==> config.mk <==
export PLATFORM = sky130hd
export DESIGN_NAME = cpu_state_unit_flat
export DESIGN_NICKNAME = d
export VERILOG_FILES = /design/src/rtl/cpu_state_unit_pkg.sv /design/src/rtl/cpu_state_unit_if.sv /design/src/rtl/cpu_state_unit_pc_next.sv /design/src/rtl/cpu_state_unit.sv /design/src/flat_wrapper.sv
export SDC_FILE = /design/constraint.sdc
export NUM_CORES = 1
export LEC_CHECK = 0
export ABC_AREA = 0
export CAP_MARGIN = 10
export CORE_MARGIN = 4
export CORE_UTILIZATION = 48
export CTS_BUF_LIST = sky130_fd_sc_hd__clkbuf_4
export DETAILED_ROUTE_END_ITERATION = 12
export GPL_ROUTABILITY_DRIVEN = 0
export GPL_TIMING_DRIVEN = 0
export PLACE_DENSITY = 0.82
export SLEW_MARGIN = 10
export SYNTH_ARGS = -nofsm -noshare
export SYNTH_HDL_FRONTEND = slang
export SYNTH_SLANG_ARGS = --single-unit
==> constraint.sdc <==
create_clock -name clk -period 4.2 [get_ports clk]
set_input_delay 0.63 -clock clk [delete_from_list [all_inputs] [get_ports clk]]
set_output_delay 0.63 -clock clk [all_outputs]
set_load 0.005 [all_outputs]
==> src/rtl/cpu_state_unit_pkg.sv <==
// Shared types and widths for the nandgame CPU sequential core.
package cpu_pkg;

  localparam int CPU_W    = 16;
  localparam int RETIRE_W = 32;

  typedef logic [CPU_W-1:0]    word_t;
  typedef logic [RETIRE_W-1:0] retire_t;

  typedef enum logic [1:0] {
    FETCH = 2'd0,
    EXEC  = 2'd1,
    MEMWR = 2'd2
  } cpu_state_t;

endpackage

==> src/rtl/cpu_state_unit_if.sv <==
// Fetch, control_unit and data-memory write signals of cpu_state_unit.
// CPU_RETIRE_CNT_EN adds the retired-instruction counter output.
interface cpu_state_unit_if;
  import cpu_pkg::*;

  word_t   imem_addr;
  logic    imem_valid;
  word_t   imem_data;
  word_t   instr;
  word_t   reg_a;
  word_t   reg_d;
  word_t   ctl_dat_r;
  logic    ctl_a;
  logic    ctl_d;
  logic    ctl_dref_a;
  logic    ctl_j;
  logic    dmem_wr_valid;
  logic    dmem_wr_ready;
  word_t   dmem_wr_addr;
  word_t   dmem_wr_data;
  logic    exec;
`ifdef CPU_RETIRE_CNT_EN
  retire_t retired;
`endif

  modport master (
`ifdef CPU_RETIRE_CNT_EN
    output retired,
`endif
    output imem_addr, input imem_valid, input imem_data,
    output instr, output reg_a, output reg_d,
    input ctl_dat_r, input ctl_a, input ctl_d, input ctl_dref_a, input ctl_j,
    output dmem_wr_valid, input dmem_wr_ready, output dmem_wr_addr, output dmem_wr_data,
    output exec
  );

  modport slave (
`ifdef CPU_RETIRE_CNT_EN
    input retired,
`endif
    input imem_addr, output imem_valid, output imem_data,
    input instr, input reg_a, input reg_d,
    output ctl_dat_r, output ctl_a, output ctl_d, output ctl_dref_a, output ctl_j,
    input dmem_wr_valid, output dmem_wr_ready, input dmem_wr_addr, input dmem_wr_data,
    input exec
  );

endinterface

==> src/rtl/cpu_state_unit_pc_next.sv <==
// Next-PC select: jump to the pre-commit A value, else PC + 1 with 16-bit wrap.
module pc_next
  import cpu_pkg::*;
(
  input  word_t pc,
  input  word_t old_a,
  input  logic  jump,
  output word_t next_pc
);

  // jump target or sequential increment
  always_comb begin
    next_pc = pc;
    if (jump) begin
      next_pc = old_a;
    end else begin
      next_pc = pc + 16'd1;
    end
  end

endmodule

==> src/rtl/cpu_state_unit.sv <==
// Sequential core of the nandgame CPU: A/D/PC/IR, fetch handshake, data-memory writes.
// Optional CPU_RETIRE_CNT_EN adds a 32-bit retired-instruction counter.
module cpu_state_unit
  import cpu_pkg::*;
#(
  parameter word_t RESET_PC = 16'h0000
)
(
  input logic             clk,
  input logic             rst,
  cpu_state_unit_if.master bus
);

  cpu_state_t state_r, next_state_s;
  word_t      pc_r, a_r, d_r, ir_r;
  word_t      wr_addr_r, wr_data_r;
  word_t      pc_next_s;
  logic       wr_valid_r, exec_r;
  logic       fetch_take_s, exec_s, wr_done_s;

  assign fetch_take_s = (state_r == FETCH) && bus.imem_valid;
  assign exec_s       = (state_r == EXEC);
  assign wr_done_s    = (state_r == MEMWR) && bus.dmem_wr_ready;

  // a_r here is the value before the EXEC edge, so jumps use old A
  pc_next u_pc_next (
    .pc      (pc_r),
    .old_a   (a_r),
    .jump    (bus.ctl_j),
    .next_pc (pc_next_s)
  );

  // next-state logic
  always_comb begin
    next_state_s = state_r;
    case (state_r)
      FETCH: begin
        if (bus.imem_valid) begin
          next_state_s = EXEC;
        end else begin
          next_state_s = FETCH;
        end
      end
      EXEC: begin
        if (bus.ctl_dref_a) begin
          next_state_s = MEMWR;
        end else begin
          next_state_s = FETCH;
        end
      end
      MEMWR: begin
        if (bus.dmem_wr_ready) begin
          next_state_s = FETCH;
        end else begin
          next_state_s = MEMWR;
        end
      end
      default: next_state_s = FETCH;
    endcase
  end

  // state register and registered exec strobe
  always_ff @(posedge clk or posedge rst) begin
    if (rst) begin
      state_r <= FETCH;
      exec_r  <= 1'b0;
    end else begin
      state_r <= next_state_s;
      exec_r  <= (next_state_s == EXEC);
    end
  end

  // instruction register
  always_ff @(posedge clk or posedge rst) begin
    if (rst) begin
      ir_r <= 16'h0000;
    end else if (fetch_take_s) begin
      ir_r <= bus.imem_data;
    end
  end

  // architectural registers commit in EXEC
  always_ff @(posedge clk or posedge rst) begin
    if (rst) begin
      pc_r <= RESET_PC;
      a_r  <= 16'h0000;
      d_r  <= 16'h0000;
    end else if (exec_s) begin
      pc_r <= pc_next_s;
      if (bus.ctl_a) begin
        a_r <= bus.ctl_dat_r;
      end
      if (bus.ctl_d) begin
        d_r <= bus.ctl_dat_r;
      end
    end
  end

  // data-memory write request, held until accepted
  always_ff @(posedge clk or posedge rst) begin
    if (rst) begin
      wr_valid_r <= 1'b0;
      wr_addr_r  <= 16'h0000;
      wr_data_r  <= 16'h0000;
    end else if (exec_s && bus.ctl_dref_a) begin
      wr_valid_r <= 1'b1;
      wr_addr_r  <= a_r;
      wr_data_r  <= bus.ctl_dat_r;
    end else if (wr_done_s) begin
      wr_valid_r <= 1'b0;
    end
  end

`ifdef CPU_RETIRE_CNT_EN
  retire_t retired_r;
  logic    retire_s;

  assign retire_s = (exec_s && !bus.ctl_dref_a) || wr_done_s;

  // one count per fully completed instruction
  always_ff @(posedge clk or posedge rst) begin
    if (rst) begin
      retired_r <= 32'd0;
    end else if (retire_s) begin
      retired_r <= retired_r + 32'd1;
    end
  end

  assign bus.retired = retired_r;
`endif

  assign bus.imem_addr     = pc_r;
  assign bus.instr         = ir_r;
  assign bus.reg_a         = a_r;
  assign bus.reg_d         = d_r;
  assign bus.dmem_wr_valid = wr_valid_r;
  assign bus.dmem_wr_addr  = wr_addr_r;
  assign bus.dmem_wr_data  = wr_data_r;
  assign bus.exec          = exec_r;

endmodule

==> src/flat_wrapper.sv <==
// flat-port wrapper written by rule: the top's interface ports become plain ports
module cpu_state_unit_flat import cpu_pkg::*;
#(
  parameter word_t RESET_PC = 16'h0000
)
  (clk, rst, bus_imem_addr, bus_imem_valid, bus_imem_data, bus_instr, bus_reg_a, bus_reg_d, bus_ctl_dat_r, bus_ctl_a, bus_ctl_d, bus_ctl_dref_a, bus_ctl_j, bus_dmem_wr_valid, bus_dmem_wr_ready, bus_dmem_wr_addr, bus_dmem_wr_data, bus_exec);
  cpu_state_unit_if bus_i ();
  input logic clk;
  input logic rst;
  output wire logic [$bits(bus_i.imem_addr)-1:0] bus_imem_addr;
  input wire logic [$bits(bus_i.imem_valid)-1:0] bus_imem_valid;
  input wire logic [$bits(bus_i.imem_data)-1:0] bus_imem_data;
  output wire logic [$bits(bus_i.instr)-1:0] bus_instr;
  output wire logic [$bits(bus_i.reg_a)-1:0] bus_reg_a;
  output wire logic [$bits(bus_i.reg_d)-1:0] bus_reg_d;
  input wire logic [$bits(bus_i.ctl_dat_r)-1:0] bus_ctl_dat_r;
  input wire logic [$bits(bus_i.ctl_a)-1:0] bus_ctl_a;
  input wire logic [$bits(bus_i.ctl_d)-1:0] bus_ctl_d;
  input wire logic [$bits(bus_i.ctl_dref_a)-1:0] bus_ctl_dref_a;
  input wire logic [$bits(bus_i.ctl_j)-1:0] bus_ctl_j;
  output wire logic [$bits(bus_i.dmem_wr_valid)-1:0] bus_dmem_wr_valid;
  input wire logic [$bits(bus_i.dmem_wr_ready)-1:0] bus_dmem_wr_ready;
  output wire logic [$bits(bus_i.dmem_wr_addr)-1:0] bus_dmem_wr_addr;
  output wire logic [$bits(bus_i.dmem_wr_data)-1:0] bus_dmem_wr_data;
  output wire logic [$bits(bus_i.exec)-1:0] bus_exec;
  assign bus_imem_addr = bus_i.imem_addr;
  assign bus_i.imem_valid = bus_imem_valid;
  assign bus_i.imem_data = bus_imem_data;
  assign bus_instr = bus_i.instr;
  assign bus_reg_a = bus_i.reg_a;
  assign bus_reg_d = bus_i.reg_d;
  assign bus_i.ctl_dat_r = bus_ctl_dat_r;
  assign bus_i.ctl_a = bus_ctl_a;
  assign bus_i.ctl_d = bus_ctl_d;
  assign bus_i.ctl_dref_a = bus_ctl_dref_a;
  assign bus_i.ctl_j = bus_ctl_j;
  assign bus_dmem_wr_valid = bus_i.dmem_wr_valid;
  assign bus_i.dmem_wr_ready = bus_dmem_wr_ready;
  assign bus_dmem_wr_addr = bus_i.dmem_wr_addr;
  assign bus_dmem_wr_data = bus_i.dmem_wr_data;
  assign bus_exec = bus_i.exec;
  cpu_state_unit #(.RESET_PC(RESET_PC)) u_core (.clk(clk), .rst(rst), .bus(bus_i));
endmodule
==> flow_summary.toml <==
[synth]
synthTopCellsByArea = "dfrtp_1, mux2_4, mux2_2"
yosysWarnings = 0
avgSynthCellArea_sq_um = 14.29
synth_cell_types = 41
synth_top_cell_by_area = "dfrtp_1"
ys_ff_latch = 100
syn_inst = 308
yosysSeqAreaShare = 0.5687
syn_area_sq_mm = 0.004400
syn_nets = 349
synth_top_cell_area_share = 0.5687

[global_routing]
grt_pass1_wl_mm = 18.34
antenna_found_initial = 0
grt_max_degree = 57
grt_remaining_overflow = 0
grt_usage = 0.2122
grt_pass1_vias = 3438

[routing]
vias = 3122
via_per_inst = 5.496
ant_nets = 0
postRouteWirelength_mm = 11.02
drt-wirelength-per-cell_um = 19.40
drtPass1Iterations = 4
drt_first_iter_violations = 151
drc = 0

[finish]
final_cells = 568
post-route-util = 0.6934
layout-drive-gt1-share = 0.2522
final_cell_mix = "clkdlybuf4s50_1, dfrtp_1, mux2_4, mux2_2, o21ai_0"
n_antenna_cell = 0
final_nets = 497
mostFrequentLayoutCell = "clkdlybuf4s50_1"
syn2layout_area_growth_pct = 38.75

[power]
vdd_drop_max_v = 0.0003292
p_per_area_mw_per_mm2 = 632.2
power.total_mw = 3.860
p_leak_nw = 2.717

[placement]
dp.cells = 553
io_buffers = 136
hpwl_mm = 8.178

[setup_path]
cp_top_family = "buffers and inverters"
path_buf_inv = 1
endpoint_kind = "output port"
cp-start-kind = "flop"
cp.required_ns = 3.57
slowest_stage = "clkdlybuf4s50_1"
slowest_delay_ns = 0.57
cp_max_fo = 8
arrival_ns = 1.54
r2r_start = "u_core.bus.imem_addr[0]$_DFFE_PP0N_"
critPathLaunch = "u_core.bus.imem_addr[3]$_DFFE_PP0N_"
crit_chain = "clkdlybuf4s50_1"
path_class = "flop to output port"

[clock_network]
cts-hold-fix-buffers = 0
post_cts_resized = 0
clock_sinks = 100
clk_path_buf_depth = 2
postCtsSetupBuffers = 0
cts_root_buf = "clkbuf_4"
clk_latency_ns = 0.43
h-tree-depth = 3
clk_pin_slew_ns = 0.15
cts_tree = "done"
cts_buffers = 9

[outcome]
outcome = "finished clean"

[die]
dieArea_sq_mm = 0.01076
fp.dieW_um = 103.7
fp.coreArea_sq_mm = 0.008806
start_util = 0.4997
row_count = 34
io_pins = 138
die_y_um = 103.7

[sta]
finClkSkew_ns = 0.01107
fin_crit_sh = 0.5175
rsz0062_at_grt = "false"
setup_tns_ns = 0
worstMarginPinSlew_ns = 0.6639
holdWs_ns = 0.5234
min_period_ns = 2.174
slew_viol_final = 0
achievable-frequency_mhz = 460.1
relSlewSlack = 0.5555
hold_violations = 0
final-setup-viol-count = 0

[flow_run]
drv_cap = 0

[min_path]
hold_path.class = "flop to flop"
hp-start = "u_core.bus.reg_d[12]$_DFFE_PP0P_"
==> state kept, by name (all words and copies together), names as in the netlist <==
signal	count
u_core.bus.dmem_wr_addr	16
u_core.bus.dmem_wr_data	16
u_core.bus.imem_addr	16
u_core.bus.instr	16
u_core.bus.reg_a	16
u_core.bus.reg_d	16
u_core.state_r	2
u_core.bus.dmem_wr_valid	1
u_core.bus.exec	1
==> final timing paths <==
path                                                               end  slack (ns)  cells after the start
worst max-delay path                                  bus_imem_addr[3]        2.03                      1
worst min-delay path                  u_core.bus.reg_d[12]$_DFFE_PP0P_        0.52                      1
worst max register to register    u_core.bus.imem_addr[10]$_DFFE_PP0N_        2.42                      5
worst min register to register        u_core.bus.reg_d[12]$_DFFE_PP0P_        0.52                      1
max in group asynchronous       u_core.bus.dmem_wr_addr[8]$_DFFE_PP0P_        2.92                      3
min in group asynchronous              u_core.bus.instr[7]$_DFFE_PP0P_        0.61                      2
==> area by class of cell <==
type	instances	area, sq um
tap	108	135.1
fill	623	2700
timing repair buffer	137	1389
multi-input combinational	187	1760
clock inverter	6	111.4
inverter	6	25.02
buffer	15	115.1
clock buffer	9	67.56
sequential	100	2502
==> layer usage <==
metal | wire length [um] | vias to the layer above | share of wire | global-route usage
met1 | 4540 | 1557 | 0.41 | 0.2698
li1 | - | 1410 | - | -
met3 | 1063 | 11 | 0.096 | 0.07649
met2 | 5302 | 144 | 0.48 | 0.3439
met5 | 0 | - | 0 | 0
met4 | 116 | 0 | 0.011 | 0.06078
==> metrics by stage <==
step	worst slack, ns	area (sq um)
finish	2.026	6106
global route	1.945	6106
CTS	2.019	6106
detailed placement	1.825	5927
global placement	-0.5114	5897
floorplan	0.9512	4400
==> worst reg2reg max path: stages (launching register included) <==
cell	delay (ns)
dfrtp_1	0.48
ha_1	0.32
nand4_4	0.18
or4_1	0.49
o21ai_0	0.10
a22oi_1	0.10
==> cell families (layout without fill, tap and decap cells) <==
logic type	count (synthesis)	after routing	synth area share
simple gates	60	60	0.08501
flops	100	100	0.5687
compound gates	43	43	0.05886
mux	83	83	0.2533
buf+inv	21	173	0.03127
fa+ha+maj	1	1	0.002843
==> cell usage after synthesis <==
library cell,number
dfrtp_1,100
mux2_4,49
mux2_2,31
o21ai_0,15
a21oi_1,13
nand2_1,11
nand3_1,8
nor2_1,7
buf_6,6
inv_1,5
nor3_1,5
and3_1,4
clkbuf_1,4
nand4_1,4
buf_4,3
mux2i_1,3
nand2_4,3
nor4_1,3
a22oi_1,2
a2bb2oi_1,2
a311oi_1,2
a31oi_1,2
buf_2,2
nand3_2,2
nor2b_1,2
nor3b_1,2
o31ai_1,2
or3_1,2
or4_1,2
a211oi_1,1
a31o_2,1
clkinv_1,1
ha_1,1
nand2b_1,1
nand3b_1,1
nand4_4,1
nor3_4,1
nor3b_2,1
o211ai_1,1
o2bb2ai_1,1
o32ai_1,1
==> where the power goes <==
part           total [mW]  switching (mW)  internal [mW]
combinational        1.57           0.479           1.09
sequential           1.67           0.345           1.33
clock               0.619           0.319          0.300
(Power assumes the default switching activity.)
